$ cat config.mk
export PLATFORM = sky130hd
export DESIGN_NAME = mem_copy_dma
export DESIGN_NICKNAME = d
export VERILOG_FILES = /design/src/rtl/mem_copy_dma.sv
export SDC_FILE = /design/constraint.sdc
export NUM_CORES = 1
export LEC_CHECK = 0
export CAP_MARGIN = 10
export CORE_MARGIN = 5
export CORE_UTILIZATION = 49
export DETAILED_ROUTE_END_ITERATION = 7
export PLACE_DENSITY = 0.78
export REMOVE_ABC_BUFFERS = 1
export SYNTH_ARGS = -nofsm -noshare
export SYNTH_HDL_FRONTEND = slang
export SYNTH_SLANG_ARGS = --single-unit
$ cat constraint.sdc
create_clock -name clk -period 2.2 [get_ports clk]
set_input_delay 0.22 -clock clk [delete_from_list [all_inputs] [get_ports clk]]
set_output_delay 0.22 -clock clk [all_outputs]
set_load 0.01 [all_outputs]
$ cat src/rtl/mem_copy_dma.sv
// Block-copy engine: reads len words from src_addr and writes them to dst_addr,
// one word every two cycles, as sole master of a single-port memory.
module mem_copy_dma #(
  parameter int ADDR_LEN  = 8,
  parameter int WORD_SIZE = 8
) (
  input  logic                 clk,
  input  logic                 rst,
  input  logic                 start,
  input  logic [ADDR_LEN-1:0]  src_addr,
  input  logic [ADDR_LEN-1:0]  dst_addr,
  input  logic [ADDR_LEN-1:0]  len,
  output logic                 busy,
  output logic                 done,
  output logic [ADDR_LEN-1:0]  mem_addr,
  output logic                 mem_r_en,
  output logic                 mem_w_en,
  output logic [WORD_SIZE-1:0] mem_wdata,
  input  logic [WORD_SIZE-1:0] mem_rdata
);

  typedef enum logic [1:0] {
    S_IDLE  = 2'd0,
    S_READ  = 2'd1,
    S_WRITE = 2'd2,
    S_DONE  = 2'd3
  } state_t;

  localparam logic [ADDR_LEN-1:0] ONE = {{(ADDR_LEN-1){1'b0}}, 1'b1};

  state_t               state_q, state_d;
  logic [ADDR_LEN-1:0]  src_q, src_d, dst_q, dst_d, rem_q, rem_d;
  logic [WORD_SIZE-1:0] data_q, data_d;
  logic                 busy_q, busy_d, done_q, done_d;
  logic                 r_en_q, r_en_d, w_en_q, w_en_d;
  logic [ADDR_LEN-1:0]  addr_q, addr_d;
  logic [WORD_SIZE-1:0] wdata_q, wdata_d;

  // Next-state, datapath updates, and the output values for the next cycle
  always_comb begin
    state_d = state_q;
    src_d   = src_q;
    dst_d   = dst_q;
    rem_d   = rem_q;
    data_d  = data_q;
    busy_d  = 1'b0;
    done_d  = 1'b0;
    r_en_d  = 1'b0;
    w_en_d  = 1'b0;
    addr_d  = '0;

    case (state_q)
      S_IDLE: begin
        if (start) begin
          src_d   = src_addr;
          dst_d   = dst_addr;
          rem_d   = len;
          state_d = (len != '0) ? S_READ : S_DONE;
        end else begin
          state_d = S_IDLE;
        end
      end
      S_READ: begin
        data_d  = mem_rdata;
        src_d   = src_q + ONE;
        state_d = S_WRITE;
      end
      S_WRITE: begin
        dst_d = dst_q + ONE;
        rem_d = rem_q - ONE;
        if (rem_q > ONE) begin
          state_d = S_READ;
        end else begin
          state_d = S_DONE;
        end
      end
      S_DONE:  state_d = S_IDLE;
      default: state_d = S_IDLE;
    endcase

    // Outputs are registered, so decode them from the state being entered
    case (state_d)
      S_READ: begin
        busy_d = 1'b1;
        r_en_d = 1'b1;
        addr_d = src_d;
      end
      S_WRITE: begin
        busy_d = 1'b1;
        w_en_d = 1'b1;
        addr_d = dst_d;
      end
      S_DONE:  done_d = 1'b1;
      default: busy_d = 1'b0;
    endcase
    wdata_d = data_d;
  end

  // State, datapath and output registers with synchronous reset
  always_ff @(posedge clk) begin
    if (rst) begin
      state_q <= S_IDLE;
      src_q   <= '0;
      dst_q   <= '0;
      rem_q   <= '0;
      data_q  <= '0;
      busy_q  <= 1'b0;
      done_q  <= 1'b0;
      r_en_q  <= 1'b0;
      w_en_q  <= 1'b0;
      addr_q  <= '0;
      wdata_q <= '0;
    end else begin
      state_q <= state_d;
      src_q   <= src_d;
      dst_q   <= dst_d;
      rem_q   <= rem_d;
      data_q  <= data_d;
      busy_q  <= busy_d;
      done_q  <= done_d;
      r_en_q  <= r_en_d;
      w_en_q  <= w_en_d;
      addr_q  <= addr_d;
      wdata_q <= wdata_d;
    end
  end

  assign busy      = busy_q;
  assign done      = done_q;
  assign mem_addr  = addr_q;
  assign mem_r_en  = r_en_q;
  assign mem_w_en  = w_en_q;
  assign mem_wdata = wdata_q;

endmodule
Word-level counts from Yosys, hierarchy flattened
Index checks and enable logic that the tools add are counted.
- flip-flop bits (word level): 46
- latch bits: 0
- memory bits (writable): 0
- memory bits (read-only): 0
- bits of input ports: 35
- output and inout bits: 20
- word-level logic and storage cells: 41
- memories: 0
- add/sub/neg operators: 3
- $mul: 0
- div/mod/pow operators: 0
- order comparisons: 1
- equality and inequality tests: 7
- shifts and indexed selects: 0
- mux-type cells: 15
- bitwise logic cells: 0
- reductions and logical operators: 5
- operators by type and width (operator ; count):
    case mux 8 bit (2 select lines) ; 4
    2-to-1 mux 8 bit ; 3
    adder 8 x 1 -> 8 bit, second input constant ; 2
    == test 2 bit, second input constant ; 4
    > comparator 8 x 1 -> 1 bit, second input constant ; 1
    case mux 2 bit (4 select lines) ; 1
    nonzero test 8 bit ; 1
    subtractor 8 x 1 -> 8 bit, second input constant ; 1
    2-to-1 mux 2 bit ; 3
    == test 2 x 1 -> 1 bit, second input constant ; 2
    2-to-1 mux 1 bit ; 4
    logical NOT 2 bit ; 1
    inequality test 2 bit, second input constant ; 1
    AND reduction 2 bit ; 1
    nonzero test 2 bit ; 1
    OR reduction 2 bit ; 1

Logic depth before layout (Yosys ltp)
Gate-level depths: netlist of run 1.
- depth in word-level cells: 7
- gate-level depth with buffers: 9
- mapped depth without buffers: 9

Worst setup path after synthesis of run 1
Ideal clock, no wire load.
- path kind: flip-flop to flip-flop
- from: reg rem_q[0]
- to: reg addr_q[2] (netlist: mem_addr[2])
- setup time: 0.075 ns
- data arrival time: 1.847 ns
- data required time: 2.125 ns
- slack: 0.277 ns
- stages on the path, launching flop included: 10
- path buffers: 0
- clock period less this slack: 1.923 ns
- path through: dfxtp_1 inv_1 ha_1 o21ai_0 o22a_1 inv_1 ha_1 nor2_1 nand2_1 o22ai_1
- word-level cells in the longest chain between the ends: 5
- elaborated cells between the ends (all ways): 6
- RTL lines (what ; RTL line ; source):
    start: declaration ; 32 ; logic [ADDR_LEN-1:0] src_q, src_d, dst_q, dst_d, rem_q, rem_d;
    start signal: assignment ; 117 ; rem_q <= rem_d;
    > comparator 8 x 1 -> 1 bit * ; 71 ; if (rem_q > ONE) begin
    2-to-1 mux 2 bit * ; 71 ;
    case mux 2 bit (4 select lines) * ; 52 ; case (state_q)
    via state_d[1] ; 31 ; state_t state_q, state_d;
    == test 2 bit / == test 2 x 1 -> 1 bit (equally long branches) ; 82 ; case (state_d)
    case mux 8 bit (2 select lines) * ; 82 ;
    end signal: assignment ; 123 ; addr_q <= addr_d;
    end: declaration ; 36 ; logic [ADDR_LEN-1:0] addr_q, addr_d;
Mark *: on every way through the listed nets, which the timed path passes. The rest lies on a longest branch.
A chain may end at the register's enable or synchronous reset.

Worst setup path after layout of run 1
- from: reg rem_q[0]
- to: reg addr_q[3] (netlist: mem_addr[3])
The elaborated chain is that of the path after synthesis.

==> results.rst, run 1 <==
.. list-table::
   :header-rows: 1

   * - Metric
     - Value
   * - Outcome
     - completed
   * - Main synth FF type
     - sky130_fd_sc_hd__dfxtp_1
   * - Period Utilization, post-route
     - 0.915
   * - Via count of the first global-routing pass
     - 2234
   * - Layout Skew
     - 0.00589 ns
   * - Top-count cell post-synth
     - sky130_fd_sc_hd__dfxtp_1
   * - Ratio of routed vias to standard cells
     - between 5 and 6
   * - CTS-repair resized insts
     - 0
   * - Routed Antenna Nets
     - 0
   * - Sequential share of the synthesized area
     - 0.386
   * - Width of the die
     - approximately 80 um
   * - Number of warnings issued by yosys
     - 0
   * - Die outline area
     - 6370 um^2
   * - Global routing usage summed across all routing layers
     - 0.207
   * - Final min period
     - 2.01 ns
   * - Data required time at the worst endpoint
     - 2.42 ns
   * - Port bufs
     - 54
   * - Hold Crit Start
     - mem_wdata[3]$_SDFFE_PP0N_
   * - Final Instance Count excl. Fillers
     - 418
   * - Remaining max-slew budget at the tightest pin
     - 0.683
   * - Family of cells with the greatest summed delay on the critical path
     - compound AO/OA/AOI/OAI gates
   * - Kind of capture point of the worst setup path
     - flip-flop
   * - Starting density of the core
     - 0.506
   * - Area growth syn-to-layout
     - 32.8%
   * - Fraction of layout cells with a size suffix above 1
     - 0.105
   * - Hold violation total from the final report
     - 0
   * - Top cells by area, synth
     - sky130_fd_sc_hd__dfxtp_1 (39%), sky130_fd_sc_hd__nand2_1 (4.6%), sky130_fd_sc_hd__a21oi_1 (4.0%), sky130_fd_sc_hd__nor2_1 (3.9%), sky130_fd_sc_hd__ha_1 (3.7%)
   * - Beginning of the worst register-to-register path
     - rem_q[0]$_SDFFE_PP0P_
   * - Number of maximum-capacitance constraint violations
     - 0
   * - Worst-skew pair later-pin latency
     - 0.30 ns
   * - Worst path max stage delay
     - approximately 0.39 ns
   * - Count of cell types in the netlist
     - 57
   * - Combinational group share of total power
     - 0.252
   * - First-pass GRT wire length
     - 10.5 mm
   * - Library cell with the largest summed area after synthesis
     - sky130_fd_sc_hd__dfxtp_1
   * - Number of levels in the clock H-tree
     - 2
   * - Register share of total power
     - 0.483
   * - Maximum achievable frequency
     - 497 MHz
   * - Count of standard-cell rows
     - 25
   * - Number of flops mapped to enable cells by yosys
     - 0
   * - TritonCTS clock tree
     - built
   * - Slowest library cell on the worst path
     - sky130_fd_sc_hd__dfxtp_1
   * - Routed via count
     - approximately 2400
   * - Maximum buffer depth of the clock tree
     - 2
   * - Weighted congestion reported at the end of routability-driven placement
     - between 0.8 and 0.9
   * - HPWL after DPL
     - 4.73 mm
   * - Area inside the core boundary
     - roughly 4700 um^2
   * - Total of fill cells in the finished design
     - roughly 410
   * - Clock slew at reported path FFs
     - 0.08 ns
   * - Mean area per synthesized cell
     - between 8 and 9 um^2
   * - Net total in the final layout
     - 392
   * - Post-route setup TNS
     - 0 ns
   * - Total congestion overflow
     - 0
   * - Worst Path Max Fanout
     - 6
   * - Series of cell instances along the critical path
     - inv_1 > ha_1 > o21ai_1 > o22a_1 > inv_1 > ha_1 > nor2_1 > buf_4 > nand2_1 > o22ai_1
   * - Switching part of the total
     - 0.292
   * - Post-synthesis instance area
     - 2390 um^2
   * - Total clock buffers created by CTS
     - 5
   * - Post-CTS Setup Repair Bufs
     - 0
   * - Placed insts
     - between 400 and 500
   * - Remaining design rule violation count
     - 0
   * - Overall routed net length
     - 6.46 mm
   * - Worst Max-Slew Pin Slew
     - 0.474 ns
   * - P_sw
     - about 580 uW
   * - Commonest cells in the synthesized netlist
     - sky130_fd_sc_hd__dfxtp_1 (46), sky130_fd_sc_hd__nand2_1 (29), sky130_fd_sc_hd__nor2_1 (25)
   * - Antenna violations before repair
     - 0
   * - Type of the worst setup path
     - flip-flop to flip-flop
   * - Largest net degree at the start of global routing
     - 33
   * - P_leak
     - 0.00119 uW
   * - Critical path buffers and inverters
     - 3
   * - Number of diodes added for antenna fixing
     - 0
   * - Cell-internal power
     - between 1000 and 1500 uW
   * - Cell Pwr Density
     - roughly 630 nW/um^2
   * - Per-cell routed wire length
     - 15.5 um
   * - Die H
     - 79.8 um
   * - Tightest Hold Check Type
     - flip-flop to flip-flop
   * - Instance count of the mapped netlist
     - 285
   * - Number of buffers inserted for hold repair after clock tree synthesis
     - 0
   * - Starting DRC count in detailed routing
     - 210
   * - Critical Path AT
     - 2.23 ns
   * - Final setup vio count
     - 0
   * - Worst VDD drop
     - 390 uV
   * - # IOs
     - 55
   * - Portion of synthesized cell area occupied by the leading cell type
     - 0.386
   * - Clock network fraction of total power
     - 0.264
   * - Async set-reset flop share out of synthesis
     - 0
   * - Post-synthesis register bit count
     - 46
   * - CP Launch Type
     - flip-flop
   * - Total iterations of the first detailed-routing run
     - 4
   * - Unrepaired setup endpoints after global routing
     - no
   * - Start point of the critical path
     - rem_q[0]$_SDFFE_PP0P_
   * - Max-slew violation count
     - 0
   * - Clock sinks
     - 46
   * - Clock root buffer
     - sky130_fd_sc_hd__clkbuf_8
-- registers in the layout, summed over array words and instances, names as in the netlist --
signal	cells
mem_r_en	1
rem_q	8
mem_wdata	8
dst_q	8
mem_addr	8
src_q	8
done	1
mem_w_en	1
state_q	2
busy	1
-- path summary, 6_finish.rpt --
path                                                  end  slack [ns]  cells past startpoint
worst max-delay path               mem_addr[3]$_SDFF_PP0_        0.19                     10
worst min-delay path            mem_wdata[3]$_SDFFE_PP0N_        0.46                      2
worst max register to register     mem_addr[3]$_SDFF_PP0_        0.19                     10
worst min register to register  mem_wdata[3]$_SDFFE_PP0N_        0.46                      2
-- cells in the final DEF (no fill, tap or decap), drive strengths merged, types with 2 or more instances in the layout --
cell type and instances:
or4 2, inv 14, and2 2, a31o 2
clkbuf 7, buf 21, a31oi 4, a21boi 2
o32ai 2, o211ai 4, o22a 3, o21ai 13
a21o 2, mux2i 2, dfxtp 46, a21oi 19
o2bb2ai 5, or3 2, clkdlybuf4s50 54, nor3 3
nor2 25, nor2b 5, nand4 4, nand2 29
nand3 10, nor3b 2, nand2b 8, o311ai 5
a32oi 3, and3 3, a22oi 2, nor4 3
a211oi 3, o22ai 9, nand3b 6, o221ai 4
ha 7
-- metal layers --
layer	GRT usage	part of all wire
met5	0	0
met2	0.350	0.49
met3	0.0339	0.058
met1	0.265	0.44
met4	0.0743	0.015
-- final cells by class --
class / instances / area, um^2 / share of cell area
multi-input cells: 208 / 1320 / 0.417
flip-flops and latches: 46 / 922 / 0.291
repair buffers: 75 / 698 / 0.220
clock buffers: 7 / 86.3 / 0.0272
well taps: 67 / 83.8 / 0.0264
inverters: 14 / 52.6 / 0.0166
clock inverters: 1 / 5.00 / 0.00158
-- through the flow --
step	hold slack, ns	power (uW)	area [um^2]	setup slack [ns]	util
2_1_floorplan	0.289	1230	2300	-0.263	-
3_3_place_gp	0.442	1470	3080	-0.00968	0.652
3_5_place_dp	0.447	1480	3080	-0.0697	0.652
4_1_cts	0.458	2000	3170	0.127	0.671
5_1_grt	0.467	2110	3170	0.0246	0.672
6_report	0.457	1990	3170	0.187	0.672
-- power groups by stage --
stage / Combinational (uW) / Sequential [uW] / Clock [uW]
floorplan: 238 / 991 / 0
global placement: 489 / 980 / 0
detailed placement: 499 / 981 / 0
CTS: 502 / 962 / 541
global route: 550 / 973 / 587
finish: 503 / 964 / 528
-- kinds of logic after synthesis --
group,Yosys count,share of synthesized area
buf+inv,31,0.0602
simple gates,107,0.236
flops,46,0.386
fa+ha+maj,7,0.0367
mux,3,0.0131
compound gates,91,0.268
-- worst reg2reg max path, delay by kind of cell (launching register included) --
family                     cells  cell delay (ns)
and+or+nand+nor                2             0.25
buffers and inverters          3             0.27
AOI/OAI and AO/OA              3             0.54
DFF                            1             0.39
adders and majority gates      2             0.48
Power figures use the tool's default switching activity.
==> run 2: changes to the inputs <==
Settings changed: CTS_BUF_LIST from default to sky130_fd_sc_hd__clkbuf_8, CTS_CLUSTER_DIAMETER from default to 100, PLACE_DENSITY 0.78 to 0.81.
==> run 2 against run 1 <==
Maximum frequency rose by 1.5%; via count decreased by 0.54%; flip-flop and latch count did not move; clock skew decreased by 0.00055 ns; wire length rose by 1.7%; largest cell class unchanged; largest power group unchanged; utilization decreased by 0.053 points; global-route usage grew 0.30 points; total power increased by 3.9%; non-clock buffer count fell by 3; highest routed layer unchanged; clock-buffer cell count shrank 2; hold slack improved by 0.00065 ns.
==> results.rst, run 2 (synthesized netlist as in run 1, its figures left out) <==
.. list-table::
   :header-rows: 1

   * - Metric
     - Value
   * - Outcome
     - completed
   * - Total congestion overflow
     - 0
   * - Starting density of the core
     - 0.506
   * - Worst hold margin
     - 0.458 ns
   * - CP Launch Type
     - input pin
   * - Number of buffers inserted for hold repair after clock tree synthesis
     - 0
   * - # IOs
     - 55
   * - Clock root buffer
     - sky130_fd_sc_hd__clkbuf_8
   * - Die outline area
     - 6370 um^2
   * - Die H
     - 79.8 um
   * - Remaining max-slew budget at the tightest pin
     - 0.676
   * - Worst-skew pair later-pin latency
     - 0.30 ns
   * - Start point of the critical path
     - len[0]
   * - Largest net degree at the start of global routing
     - 33
   * - Type of the worst setup path
     - input pin to flip-flop
   * - Final Instance Count excl. Fillers
     - a little over 400
   * - Number of maximum-capacitance constraint violations
     - 0
   * - Number of diodes added for antenna fixing
     - 0
   * - TritonCTS clock tree
     - built
   * - Hold Crit Start
     - mem_wdata[4]$_SDFFE_PP0N_
   * - Number of levels in the clock H-tree
     - 2
   * - Worst VDD drop
     - 388 uV
   * - Routed via count
     - 2400
   * - Weighted congestion reported at the end of routability-driven placement
     - approximately 0.9
   * - Overall routed net length
     - approximately 6.6 mm
   * - Total of fill cells in the finished design
     - 408
   * - Fraction of layout cells with a size suffix above 1
     - 0.101
   * - Net total in the final layout
     - slightly below 400
   * - Most common library cell in the layout ignoring fill and taps
     - sky130_fd_sc_hd__clkdlybuf4s50_1
   * - Unrepaired setup endpoints after global routing
     - no
   * - Total clock buffers created by CTS
     - 5
   * - Most used cells in the layout excluding fill and tap cells
     - sky130_fd_sc_hd__clkdlybuf4s50_1 (54), sky130_fd_sc_hd__dfxtp_1 (45), sky130_fd_sc_hd__nand2_1 (27)
   * - Antenna violations before repair
     - 0
   * - Hold violation total from the final report
     - 0
   * - P_leak
     - 0.00119 uW
   * - Ratio of routed vias to standard cells
     - 5.78
   * - Starting DRC count in detailed routing
     - between 150 and 200
   * - Beginning of the worst register-to-register path
     - state_q[0]$_SDFF_PP0_
   * - Per-cell routed wire length
     - 15.8 um
   * - Placed insts
     - approximately 410
   * - Post-route setup TNS
     - 0 ns
   * - Count of standard-cell rows
     - 25
   * - First-pass GRT wire length
     - approximately 11 mm
   * - Critical Path AT
     - around 2.2 ns
   * - Final min period
     - 1.98 ns
   * - Layout Skew
     - 0.00533 ns
   * - Width of the die
     - roughly 80 um
   * - Period Utilization, post-route
     - 0.901
   * - Clock slew at reported path FFs
     - 0.08 ns
   * - Area inside the core boundary
     - 4720 um^2
   * - Maximum achievable frequency
     - between 500 and 600 MHz
   * - Maximum buffer depth of the clock tree
     - 2
   * - Port bufs
     - 54
   * - Remaining design rule violation count
     - 0
   * - Area growth syn-to-layout
     - 32.7%
   * - Via count of the first global-routing pass
     - 2275
   * - Total iterations of the first detailed-routing run
     - 4
   * - HPWL after DPL
     - between 4 and 5 mm
   * - Global routing usage summed across all routing layers
     - 0.210
   * - Tightest Hold Check Type
     - flip-flop to flip-flop
   * - Data required time at the worst endpoint
     - 2.43 ns
   * - Routed Antenna Nets
     - 0
   * - Worst Path Max Fanout
     - 6
   * - Clock sinks
     - 46
   * - Final setup vio count
     - 0
   * - Cell Pwr Density
     - approximately 650 nW/um^2
   * - Max-slew violation count
     - 0
   * - Kind of capture point of the worst setup path
     - flip-flop
   * - Worst Max-Slew Pin Slew
     - 0.485 ns
   * - Tot Pwr
     - around 2100 uW
[run 2: cell types whose count changed in the layout (fill, tap and decap cells not counted), moves of 2 or more]
cell,previous run,this run
sky130_fd_sc_hd__nand2_1,29,27
sky130_fd_sc_hd__inv_1,13,15
sky130_fd_sc_hd__nand2_2,0,2
sky130_fd_sc_hd__buf_4,21,18
[run 2: metal layers]
layer | wire length (um) | global-route usage | vias up
met5 | 0 | 0 | -
met4 | 99 | 0.0642 | 0
met3 | 411 | 0.0372 | 11
met2 | 3150 | 0.360 | 97
met1 | 2900 | 0.268 | 1116
li1 | - | - | 1176
[run 2: metrics by stage]
| stage | cell area [um^2] | utilization | worst slack [ns] |
|---|---|---|---|
| after floorplan | 2300 | - | -0.263 |
| after global placement | 3060 | 0.647 | -0.0197 |
| after detailed placement | 3060 | 0.647 | -0.115 |
| after CTS | 3160 | 0.670 | 0.171 |
| after global routing | 3170 | 0.671 | 0.0305 |
| final | 3170 | 0.671 | 0.218 |
[run 2: critical path, stage by stage]
cell and delay [ns]:
sky130_fd_sc_hd__clkdlybuf4s50_1 0.42, sky130_fd_sc_hd__nor4_1 0.37, sky130_fd_sc_hd__a31oi_1 0.14, sky130_fd_sc_hd__o22a_1 0.23
sky130_fd_sc_hd__inv_1 0.08, sky130_fd_sc_hd__ha_1 0.22, sky130_fd_sc_hd__nor2_1 0.10, sky130_fd_sc_hd__buf_4 0.15
sky130_fd_sc_hd__nand2_2 0.09, sky130_fd_sc_hd__o22ai_1 0.18
[run 2: final timing paths]
kind	to	slack, ns	cells after the start
min reg2reg	mem_wdata[4]$_SDFFE_PP0N_	0.46	2
max	mem_addr[5]$_SDFF_PP0_	0.22	10
max reg2reg	mem_addr[5]$_SDFF_PP0_	0.26	9
min	mem_wdata[4]$_SDFFE_PP0N_	0.46	2
[run 2: timing repair]
| action | in CTS | in global routing |
|---|---|---|
| buffers inserted | 0 | 0 |
| endpoints found under the setup margin | 0 | 6 |
| gates resized for setup | 0 | 3 |
[run 2: cell type report]
class	count	area [um^2]	area share
clock buffers	5	68.8	0.0217
well taps	67	83.8	0.0265
inverters	14	52.6	0.0166
clock inverters	3	37.5	0.0118
flip-flops and latches	46	922	0.291
repair buffers	72	676	0.213
multi-input cells	208	1330	0.419
[run 2: where the power goes]
group          total [uW]  internal, uW  switching, uW
Sequential            966           899           67.0
Combinational         499           254            246
Clock                 608           331            277
==> run 3: changes to the inputs <==
Settings changed: CAP_MARGIN 10 to default.
==> results of run 3 <==
Final layout, timing and power as in run 2 (identical DEF).
